--- src/rtl/proc_ctrl_mc_pkg.sv ---
// Shared types for the multi-cycle controller: opcodes, FSM states, flag bit positions
// and opcode classification helpers.
package proc_pkg;

    typedef enum logic [3:0] {
        OP_ADD  = 4'd0,
        OP_SUB  = 4'd1,
        OP_AND  = 4'd2,
        OP_OR   = 4'd3,
        OP_XOR  = 4'd4,
        OP_SHL  = 4'd5,
        OP_SHR  = 4'd6,
        OP_MOV  = 4'd7,
        OP_CMP  = 4'd8,
        OP_LDI  = 4'd9,
        OP_HALT = 4'd15
    } opcode_t;

    typedef enum logic [2:0] {
        S_IDLE,
        S_READ_A,
        S_READ_B,
        S_EXEC,
        S_WB,
        S_HALTED
    } state_t;

    // Bit positions inside the {N,V,C,Z} flags vector
    localparam int FLAG_Z = 0;
    localparam int FLAG_C = 1;
    localparam int FLAG_V = 2;
    localparam int FLAG_N = 3;

    function automatic logic writes_rd(input logic [3:0] op);
        return (op <= 4'd9) && (op != OP_CMP);
    endfunction

    function automatic logic sets_flags(input logic [3:0] op);
        return (op <= 4'd6) || (op == OP_CMP);
    endfunction

    function automatic logic is_illegal(input logic [3:0] op);
        return (op >= 4'd10) && (op <= 4'd14);
    endfunction

endpackage

--- src/rtl/proc_ctrl_mc_if.sv ---
// Instruction handshake bundle. An instruction transfers on a rising clock edge where
// instr_valid and instr_ready are both 1; done pulses for one cycle when it retires.
interface proc_ctrl_mc_if #(
    parameter int NREGS = 8
);
    localparam int INSTR_W = 4 + 3 * $clog2(NREGS);

    logic [INSTR_W-1:0] instr;
    logic               instr_valid;
    logic               instr_ready;
    logic               done;

    modport master (output instr, output instr_valid, input instr_ready, input done);
    modport slave  (input instr, input instr_valid, output instr_ready, output done);
endinterface

--- src/rtl/proc_ctrl_mc_regfile.sv ---
// Register file: one synchronous write port, a combinational operand read port and a
// combinational debug read port; synchronous reset clears every register.
module proc_regfile #(
    parameter int  DATA_W = 8,
    parameter int  NREGS  = 8,
    localparam int AW     = $clog2(NREGS)
) (
    input  logic              clk,
    input  logic              rst,
    input  logic              we_i,
    input  logic [AW-1:0]     waddr_i,
    input  logic [DATA_W-1:0] wdata_i,
    input  logic [AW-1:0]     raddr_i,
    output logic [DATA_W-1:0] rdata_o,
    input  logic [AW-1:0]     dbg_addr_i,
    output logic [DATA_W-1:0] dbg_data_o
);
    logic [DATA_W-1:0] regs_q [NREGS];

    always_ff @(posedge clk) begin
        if (rst) begin
            for (int i = 0; i < NREGS; i++) regs_q[i] <= '0;
        end else if (we_i) begin
            regs_q[waddr_i] <= wdata_i;
        end
    end

    assign rdata_o    = regs_q[raddr_i];
    assign dbg_data_o = regs_q[dbg_addr_i];
endmodule

--- src/rtl/proc_ctrl_mc.sv ---
// Multi-cycle controller: IDLE -> READ_A -> READ_B -> EXEC -> WB, one instruction per
// five cycles, with flags, a retired-instruction counter, HALT and sticky illegal detection.
module proc_ctrl_mc
    import proc_pkg::*;
#(
    parameter int  DATA_W  = 8,
    parameter int  NREGS   = 8,
    parameter int  PC_W    = 8,
    localparam int REG_AW  = $clog2(NREGS),
    localparam int INSTR_W = 4 + 3 * REG_AW
) (
    input  logic                clk,
    input  logic                rst,
    proc_ctrl_mc_if.slave       bus,
    output logic [PC_W-1:0]     pc,
    output logic [3:0]          flags,
    output logic                halted,
    output logic                illegal,
    input  logic [REG_AW-1:0]   dbg_addr,
    output logic [DATA_W-1:0]   dbg_data,
    output state_t              dbg_state
);
    localparam int M = DATA_W - 1;

    state_t              state_q, state_d;
    logic [INSTR_W-1:0]  instr_q;
    logic [DATA_W-1:0]   op_a_q, op_b_q, result_q, result_d, rf_rdata;
    logic [3:0]          flags_q, flags_x_q, flags_x_d;
    logic [PC_W-1:0]     pc_q;
    logic                illegal_q;
    logic [3:0]          op;
    logic [REG_AW-1:0]   rd, rs1, rs2, rf_raddr;
    logic                rf_we, ready, done;
    logic [DATA_W:0]     sum, diff;
    logic                alu_c, alu_v;

    assign op  = instr_q[INSTR_W-1 -: 4];
    assign rd  = instr_q[3*REG_AW-1 -: REG_AW];
    assign rs1 = instr_q[2*REG_AW-1 -: REG_AW];
    assign rs2 = instr_q[REG_AW-1:0];

    // The single read port serves rs1 in READ_A and rs2 in READ_B
    assign rf_raddr = (state_q == S_READ_A) ? rs1 : rs2;

    proc_regfile #(.DATA_W(DATA_W), .NREGS(NREGS)) u_regfile (
        .clk        (clk),
        .rst        (rst),
        .we_i       (rf_we),
        .waddr_i    (rd),
        .wdata_i    (result_q),
        .raddr_i    (rf_raddr),
        .rdata_o    (rf_rdata),
        .dbg_addr_i (dbg_addr),
        .dbg_data_o (dbg_data)
    );

    always_comb begin
        state_d = state_q;
        ready   = 1'b0;
        done    = 1'b0;
        rf_we   = 1'b0;
        case (state_q)
            S_IDLE: begin
                ready = 1'b1;
                if (bus.instr_valid) state_d = S_READ_A;
            end
            S_READ_A: state_d = S_READ_B;
            S_READ_B: state_d = S_EXEC;
            S_EXEC:   state_d = S_WB;
            S_WB: begin
                done    = 1'b1;
                rf_we   = writes_rd(op);
                state_d = (op == OP_HALT) ? S_HALTED : S_IDLE;
            end
            S_HALTED: state_d = S_HALTED;
            default:  state_d = S_IDLE;
        endcase
    end

    always_comb begin
        sum      = {1'b0, op_a_q} + {1'b0, op_b_q};
        diff     = {1'b0, op_a_q} - {1'b0, op_b_q};
        result_d = op_a_q;
        alu_c    = 1'b0;
        alu_v    = 1'b0;
        case (op)
            OP_ADD: begin
                result_d = sum[M:0];
                alu_c    = sum[DATA_W];
                alu_v    = (op_a_q[M] == op_b_q[M]) && (result_d[M] != op_a_q[M]);
            end
            OP_SUB, OP_CMP: begin
                result_d = diff[M:0];
                alu_c    = diff[DATA_W];
                alu_v    = (op_a_q[M] != op_b_q[M]) && (result_d[M] != op_a_q[M]);
            end
            OP_AND: result_d = op_a_q & op_b_q;
            OP_OR:  result_d = op_a_q | op_b_q;
            OP_XOR: result_d = op_a_q ^ op_b_q;
            OP_SHL: begin
                result_d = {op_a_q[M-1:0], 1'b0};
                alu_c    = op_a_q[M];
            end
            OP_SHR: begin
                result_d = {1'b0, op_a_q[M:1]};
                alu_c    = op_a_q[0];
            end
            OP_LDI:  result_d = DATA_W'({rs1, rs2});
            default: result_d = op_a_q;
        endcase
        flags_x_d         = 4'b0000;
        flags_x_d[FLAG_Z] = (result_d == '0);
        flags_x_d[FLAG_N] = result_d[M];
        flags_x_d[FLAG_C] = alu_c;
        flags_x_d[FLAG_V] = alu_v;
    end

    always_ff @(posedge clk) begin
        if (rst) begin
            state_q   <= S_IDLE;
            instr_q   <= '0;
            op_a_q    <= '0;
            op_b_q    <= '0;
            result_q  <= '0;
            flags_x_q <= '0;
            flags_q   <= '0;
            pc_q      <= '0;
            illegal_q <= 1'b0;
        end else begin
            state_q <= state_d;
            if (state_q == S_IDLE && bus.instr_valid) instr_q <= bus.instr;
            if (state_q == S_READ_A) op_a_q <= rf_rdata;
            if (state_q == S_READ_B) op_b_q <= rf_rdata;
            if (state_q == S_EXEC) begin
                result_q  <= result_d;
                flags_x_q <= flags_x_d;
            end
            if (state_q == S_WB) begin
                pc_q <= pc_q + PC_W'(1);
                if (sets_flags(op)) flags_q <= flags_x_q;
                if (is_illegal(op)) illegal_q <= 1'b1;
            end
        end
    end

    assign bus.instr_ready = ready;
    assign bus.done        = done;
    assign pc              = pc_q;
    assign flags           = flags_q;
    assign halted          = (state_q == S_HALTED);
    assign illegal         = illegal_q;
    assign dbg_state       = state_q;
endmodule

--- src/flat_wrapper.sv ---
// flat-port wrapper written by rule: the top's interface ports become plain ports
module proc_ctrl_mc_flat import proc_pkg::*;
#(
    parameter int  DATA_W  = 8,
    parameter int  NREGS   = 8,
    parameter int  PC_W    = 8,
    localparam int REG_AW  = $clog2(NREGS),
    localparam int INSTR_W = 4 + 3 * REG_AW
)
  (clk, rst, pc, flags, halted, illegal, dbg_addr, dbg_data, dbg_state, bus_instr, bus_instr_valid, bus_instr_ready, bus_done);
  proc_ctrl_mc_if #(.NREGS(NREGS)) bus_i ();
  input  logic clk;
  input  logic rst;
  output logic [PC_W-1:0] pc;
  output logic [3:0] flags;
  output logic halted;
  output logic illegal;
  input  logic [REG_AW-1:0] dbg_addr;
  output logic [DATA_W-1:0] dbg_data;
  output state_t dbg_state;
  input wire logic [$bits(bus_i.instr)-1:0] bus_instr;
  input wire logic [$bits(bus_i.instr_valid)-1:0] bus_instr_valid;
  output wire logic [$bits(bus_i.instr_ready)-1:0] bus_instr_ready;
  output wire logic [$bits(bus_i.done)-1:0] bus_done;
  assign bus_i.instr = bus_instr;
  assign bus_i.instr_valid = bus_instr_valid;
  assign bus_instr_ready = bus_i.instr_ready;
  assign bus_done = bus_i.done;
  proc_ctrl_mc #(.DATA_W(DATA_W), .NREGS(NREGS), .PC_W(PC_W)) u_core (.clk(clk), .rst(rst), .bus(bus_i), .pc(pc), .flags(flags), .halted(halted), .illegal(illegal), .dbg_addr(dbg_addr), .dbg_data(dbg_data), .dbg_state(dbg_state));
endmodule
--- config.mk ---
export PLATFORM = sky130hd
export DESIGN_NAME = proc_ctrl_mc_flat
export DESIGN_NICKNAME = d
export VERILOG_FILES = /design/src/rtl/proc_ctrl_mc_pkg.sv /design/src/rtl/proc_ctrl_mc_if.sv /design/src/rtl/proc_ctrl_mc_regfile.sv /design/src/rtl/proc_ctrl_mc.sv /design/src/flat_wrapper.sv
export SDC_FILE = /design/constraint.sdc
export NUM_CORES = 1
export LEC_CHECK = 0
export ABC_AREA = 1
export CORE_ASPECT_RATIO = 2
export CORE_MARGIN = 1.5
export CORE_UTILIZATION = 60
export DETAILED_ROUTE_END_ITERATION = 10
export PLACE_DENSITY = 0.81
export SKIP_LAST_GASP = 1
export SLEW_MARGIN = 20
export SYNTH_ARGS = -nofsm -noshare
export SYNTH_HDL_FRONTEND = slang
export SYNTH_SLANG_ARGS = --single-unit
--- constraint.sdc ---
create_clock -name clk -period 3.3 [get_ports clk]
set_input_delay 0.99 -clock clk [delete_from_list [all_inputs] [get_ports clk]]
set_output_delay 0.99 -clock clk [all_outputs]
set_load 0.02 [all_outputs]
Word-level counts from Yosys, hierarchy flattened
Memories as Yosys holds them, arrays and structs flattened.
Cells that the tools add are included.
- memories kept: 1
- output and inout port bits: 27
- input port bits: 19
- memory bits (writable): 64
- word-level logic and storage cells: 71
- register bits after elaboration: 57
- multiplexer cells: 18
- equal/unequal tests: 20
- reductions and logical operators: 13
- bitwise logic cells: 3
- $lt $le $gt $ge: 4
- $add $sub $neg: 3
- memories (name ; words ; bits a word ; rd ports ; clocked after memory_dff ; wr ports ; RTL line ; text):
    u_core.u_regfile.regs_q ; 8 ; 8 ; 2 ; 0 ; 8 ; proc_ctrl_mc_regfile.sv:18 ; logic [DATA_W-1:0] regs_q [NREGS];
- operators with widths (cell ; number):
    8-bit case mux with 8 select lines ; 1
    3-bit case mux with 6 select lines ; 1
    4-bit by 3-bit equality test with 1-bit output (second input constant) ; 3
    4-bit equality test (second input constant) ; 3
    3-bit 2-to-1 mux ; 4
    8-bit by 8-bit adder with 9-bit output ; 1
    1-bit 2-to-1 mux ; 9
    8-bit by 8-bit subtractor with 9-bit output ; 1
    8-bit by 1-bit adder with 8-bit output (second input constant) ; 1
    8-bit bitwise AND ; 1
    4-bit by 2-bit equality test with 1-bit output (second input constant) ; 2
    4-bit less-or-equal comparator (second input constant) ; 2
    8-bit logical NOT ; 1
    8-bit 2-to-1 mux ; 1
    8-bit bitwise OR ; 1
    8-bit OR reduction ; 1
    8-bit bitwise XOR ; 1
    3-bit by 2-bit equality test with 1-bit output (second input constant) ; 2
    3-bit equality test (second input constant) ; 2
    1-bit logical AND ; 5
    4-bit by 1-bit equality test with 1-bit output (second input constant) ; 1
    4-bit >= comparator (second input constant) ; 1
    4-bit by 3-bit less-or-equal comparator with 1-bit output (second input constant) ; 1
    4-bit logical NOT ; 1
    11 further kinds ; 14

Logic depth before layout (Yosys ltp)
- word-level depth: 8
- depth in mapped cells: 16
- gate-level depth less buffers: 16

By module
From an unflattened synthesis, not the netlist that was laid out.
- cells, all modules: 1084
- area, all modules: 7544.7 µm²
- by module, submodules not included (module ; cells each ; area an instance (µm²) ; times used):
    proc_regfile ; 528 ; 3888.7 ; 1
    proc_ctrl_mc ; 556 ; 3656.0 ; 1

Worst setup path after synthesis
OpenSTA, ideal clock, no wires.
- kind: input -> output
- from: input port dbg_addr[1]
- to: output port dbg_data[5]
- stages: 8
- arrival: 2.217 ns
- path buffers: 2
- path slack: 0.093 ns
- data required time: 2.310 ns
- path through: clkbuf_1 inv_1 clkbuf_1 a21oi_1 o21ai_0 nand2_1 nor2_1 a31oi_1
- cells in the longest elaborated chain, start to end: 1
- ends and longest elaborated chain (what ; RTL line ; text):
    from (decl) ; flat_wrapper.sv:18 ; input logic [REG_AW-1:0] dbg_addr;
    memory 8 x 8 bit ; - ;
    to (decl) ; flat_wrapper.sv:19 ; output logic [DATA_W-1:0] dbg_data;
No other way between the ends.

Final worst setup path
- from: input port dbg_addr[0]
- to: output port dbg_data[3]
Same word-level chain as after synthesis.

==> impl.org <==
** Detailed routing
- First-pass DRT Iterations :: 5
- After detailed routing, the number of vias per cell comes to 5.90.
- For this run, design rule violations remaining after detail routing come to 0.
- Number of vias after detailed routing :: 6,829
- The first routing iteration left 520 violations.
- WL final :: 22,100 µm
- Dividing the detail-routed wire length by the instance count gives 19.1 µm.
- Count of antenna-violating nets left after detailed routing :: 0

** Timing
- Dividing the final minimum period by the clock period gives 0.991.
- The hold violation count in the final report was 0.
- Based on the critical path, the design can be clocked at up to 306 MHz.
- For the final database, setup skew stands at 0.00673 ns.
- Setup repair after global routing left no endpoint under its margin.
- Least-Margin Pin Slew :: 0.802 ns
- Final Worst Setup Slack :: 0.0296 ns
- Measured against its own limit, the worst slew margin works out to 0.463.
- After routing, the total negative slack on setup checks comes to 0 ns.
- Number of setup violations in the final report :: 0
- Final Max Tran Viols :: 0
- On the final layout, the worst hold slack is 0.464 ns.
- Clock period minus worst slack :: 3.27 ns

** Synth
- Averaged over all synthesized cells, the footprint is 7.50 µm².
- Count of cell types in the netlist :: 42
- Multiplexer fraction of the synthesized cell area :: 0
- Share of flip-flops with an asynchronous set or reset after synthesis :: 0
- Counting every net in the synthesized netlist gives 999.
- Of the total synthesized cell area, the portion taken by XOR and XNOR cells is 0.00245.
- Dominant combinational cell family by area after synthesis :: simple AND/OR/NAND/NOR gates
- Among all flip-flop cells after synthesis, the most frequent one is edfxtp_1.
- Of the total synthesized cell area, the portion taken by full adders, half adders and majority gates is 0.0512.
- Post-synth top area cell :: edfxtp_1
- Sequential cell area fraction in the yosys report :: 0.426
- Number of flops mapped to enable cells by yosys :: 64
- Of the post-synthesis cell area, the dominant cell type holds 0.269.
- Number of synthesized register bits :: 120
- Most area-consuming cells after synthesis :: edfxtp_1 27%, dfxtp_1 16%, a21oi_1 8.3%, nand2_1 8.2%, o21ai_0 7.9%
- Number of standard cells after synthesis :: 952
- During synthesis, Yosys emitted a total of 0 warnings.
- In this run the cell area of the synthesized design comes to 0.00714 mm².
- Compound-Gate Fraction of Synth Area :: 0.200
- Of the total synthesized cell area, the portion taken by AND, OR, NAND and NOR gates is 0.230.

** Clock tree
- Later-pin clock latency in the skew report :: 0.41 ns
- After clock tree synthesis, the flow added hold-fix buffers numbering 0.
- TritonCTS built the clock tree.
- CTS built an H-tree with a depth of 4.
- Clock tree synthesis inserted a total of 17 buffers.
- Number of clock sinks seen by CTS :: 120
- Clock-pin slew was measured on the worst setup and hold paths at 0.06 ns.
- Bufs on Longest Clock Path :: 2
- The root buffer cell chosen for the clock tree is clkbuf_16.

** Power and ir drop
- Of the total power, the share spent switching nets is 0.328.
- VDD IR max :: 0.428 mV
- Of the total power, the clock network draws 0.407.
- Power density over the cells :: 570 mW/mm²
- Leak Pwr :: 0.00341 µW
- Cell internal power was estimated by the tool at 3190 µW.
- For this design the total switching power over the nets is 1560 µW.
- Relative contribution of sequential cells to total power :: 0.366
- The share of total power dissipated in combinational logic is 0.227.

** Place
- The congestion estimate from routability-driven global placement came to 0.969.
- Worst Setup Slack post-DPL :: -0.545 ns
- Count of input and output buffers :: 45
- Cell count after placement :: 1,125
- Detailed placement ended at an HPWL of 16,400 µm.

** Floorplan
- For this configuration, the core starts out at a cell density of 0.614.
- Vertical die dimension :: 157 µm
- Total Die Area :: 0.0126 mm²
- Horizontal die dimension :: 80.1 µm
- The floorplan has 56 rows.
- Core Area :: 0.0116 mm²
- I/O pins :: 46

** Critical path
- The worst register-to-register path has a setup slack of 0.72 ns.
- The worst register-to-register path ends at u_core.flags_x_q[0]$_SDFFE_PP0P_.
- Data on the critical path is required at its endpoint by 2.31 ns.
- Along the worst path, the maximum fanout reaches 19.
- CP Launch Type :: input pin
- In this run the critical register-to-register path is launched from u_core.op_a_q[0]$_SDFFE_PP0P_.
- The number of cells on the worst reg-to-reg path is 16.
- Data arrival time of the worst path :: 2.28 ns
- By startpoint and endpoint, the worst setup path is classified as in2out.
- Element type at the critical path end :: primary output

** GRT
- GRT Residual Overflow :: 0
- First-pass GRT wire length :: 33,600 µm
- For met1 alone, demand over resource in global routing was 0.329.
- Number of antenna violations at the first check in global routing :: 0
- GR peak layer :: met2
- Pin count of the biggest net entering global routing :: 48
- Met2 routing resource usage after global routing :: 0.681
- The via count of the first global-routing pass is 6,663.
- GR Layer Usage met3 :: 0.0603
- Overall fraction of global-route tracks in use :: 0.363

** Run status
- Outcome :: finished, final reports clean

** Layout
- The net count of the finished layout is 1,047.
- Of the cells placed in the final design, the portion with a size suffix greater than 1 is 0.0958.
- Once layout is complete, the cells apart from fillers number 1,158.
- Final core area utilization :: 0.717
- The number of antenna diodes in the final layout is 0.
- P&R area growth vs syn :: 16.9%
- Filler cell count :: 987

** Worst hold path
- Classification of the worst-slack hold path :: reg2reg
- Min-Delay Endpoint :: u_core.pc[7]$_SDFFE_PP0P_
- The startpoint identified for the worst hold timing path is u_core.pc[7]$_SDFFE_PP0P_.
- Hold Path Depth :: 1

** Flow run
- Number of maximum-capacitance violations :: 0
==> sequential cells by signal, indices dropped and copies added (netlist names) <==
| register | count |
|---|---|
| u_core.dbg_state | 3 |
| u_core.flags | 4 |
| u_core.flags_x_q | 4 |
| u_core.illegal | 1 |
| u_core.instr_q | 13 |
| u_core.op_a_q | 8 |
| u_core.op_b_q | 8 |
| u_core.pc | 8 |
| u_core.result_q | 7 |
| u_core.u_regfile.regs_q | 64 |
==> worst max-delay path, cell delays in order <==
cell and delay, ns:
dlygate4sd2_1 0.25, buf_4 0.19, o21ai_0 0.51, a31oi_1 0.15
buf_2 0.18
==> cell usage after synthesis, types with 2 or more instances <==
| master | n |
|---|---|
| nor2_2 | 4 |
| a31oi_1 | 10 |
| o22ai_1 | 4 |
| inv_2 | 5 |
| buf_4 | 4 |
| fa_1 | 2 |
| nand2_2 | 10 |
| o211ai_1 | 3 |
| nand2_1 | 156 |
| nand3b_1 | 5 |
| nor3_1 | 4 |
| nor3_2 | 2 |
| buf_6 | 3 |
| o21ai_2 | 2 |
| o22ai_2 | 5 |
| ha_1 | 26 |
| xor2_1 | 2 |
| or2_2 | 2 |
| o21ai_0 | 112 |
| a21oi_1 | 119 |
| nor2_1 | 122 |
| o21ai_1 | 6 |
| nor2_4 | 2 |
| o21a_1 | 4 |
| nand3_1 | 59 |
| dfxtp_1 | 56 |
| clkbuf_1 | 21 |
| buf_2 | 7 |
| edfxtp_1 | 64 |
| clkinv_1 | 3 |
| inv_1 | 113 |
| nand4_1 | 5 |
==> metrics by stage <==
stage | instance area (µm²) | total power, µW
after floorplan | 7140 | 2490
after global placement | 7740 | 2800
after detailed placement | 7740 | 2810
after CTS | 8340 | 4710
after global routing | 8340 | 4930
final | 8340 | 4750
==> logic make-up after synthesis <==
| family | Yosys count |
|---|---|
| buf+inv | 157 |
| compound gates | 268 |
| xor+xnor | 2 |
| flops | 120 |
| fa+ha+maj | 28 |
| simple gates | 377 |
==> layout make-up <==
class,instances,area (µm²),area share
Inverter,122,464,0.0556
Tap cell,145,181,0.0217
Sequential cell,120,3040,0.365
Multi-Input combinational cell,675,3460,0.415
Clock buffer,17,425,0.0510
Clock inverter,15,190,0.0228
Timing Repair Buffer,64,576,0.0690
==> worst max path at each step <==
stage	start	end	slack, ns
finish	dbg_addr[0]	dbg_data[3]	0.03
global route	dbg_addr[2]	dbg_data[6]	0.007
CTS	dbg_addr[1]	dbg_data[4]	0.12
detailed placement	dbg_addr[1]	dbg_data[7]	-0.55
global placement	dbg_addr[1]	dbg_data[4]	-0.53
floorplan	dbg_addr[1]	dbg_data[5]	0.09
==> power groups by stage <==
stage	sequential (µW)	clock (µW)	combinational (µW)
5_1_grt	1750	2000	1180
2_1_floorplan	1740	0	743
6_report	1740	1940	1080
3_3_place_gp	1760	0	1030
4_1_cts	1730	1930	1050
3_5_place_dp	1760	0	1050
==> placed cells by master, fill, tap and decap left out, drive strengths merged <==
master,netlist,layout
xor2,2,2
o21bai,1,1
o31ai,1,1
or2,2,2
o22ai,9,9
o21a,4,4
ha,26,26
nand3,61,61
clkbuf,21,17
a31oi,10,10
nand2,167,167
nand4,6,6
edfxtp,64,64
clkdlybuf4s50,0,35
nor3,7,7
a21oi,119,119
clkinvlp,0,3
and3,1,1
dfxtp,56,56
inv,119,124
nor2,128,128
nand3b,5,5
a211oi,1,1
buf,14,27
fa,2,2
o211ai,3,3
bufinv,0,3
dlygate4sd2,0,2
o21ai,120,120
clkinv,3,7
==> layer usage <==
metal  wire, µm  vias up
met5          0        -
met4       1870        0
met3        987      107
met2      12100      289
met1       7130     3147
li1           -     3286
==> repair_timing <==
| item | CTS | global route |
|---|---|---|
| gates cloned | 0 | 0 |
| buffers inserted | 1 | 0 |
| setup endpoints to repair | 8 | 1 |
| resized for setup | 43 | 1 |
(Power assumes the default switching activity.)
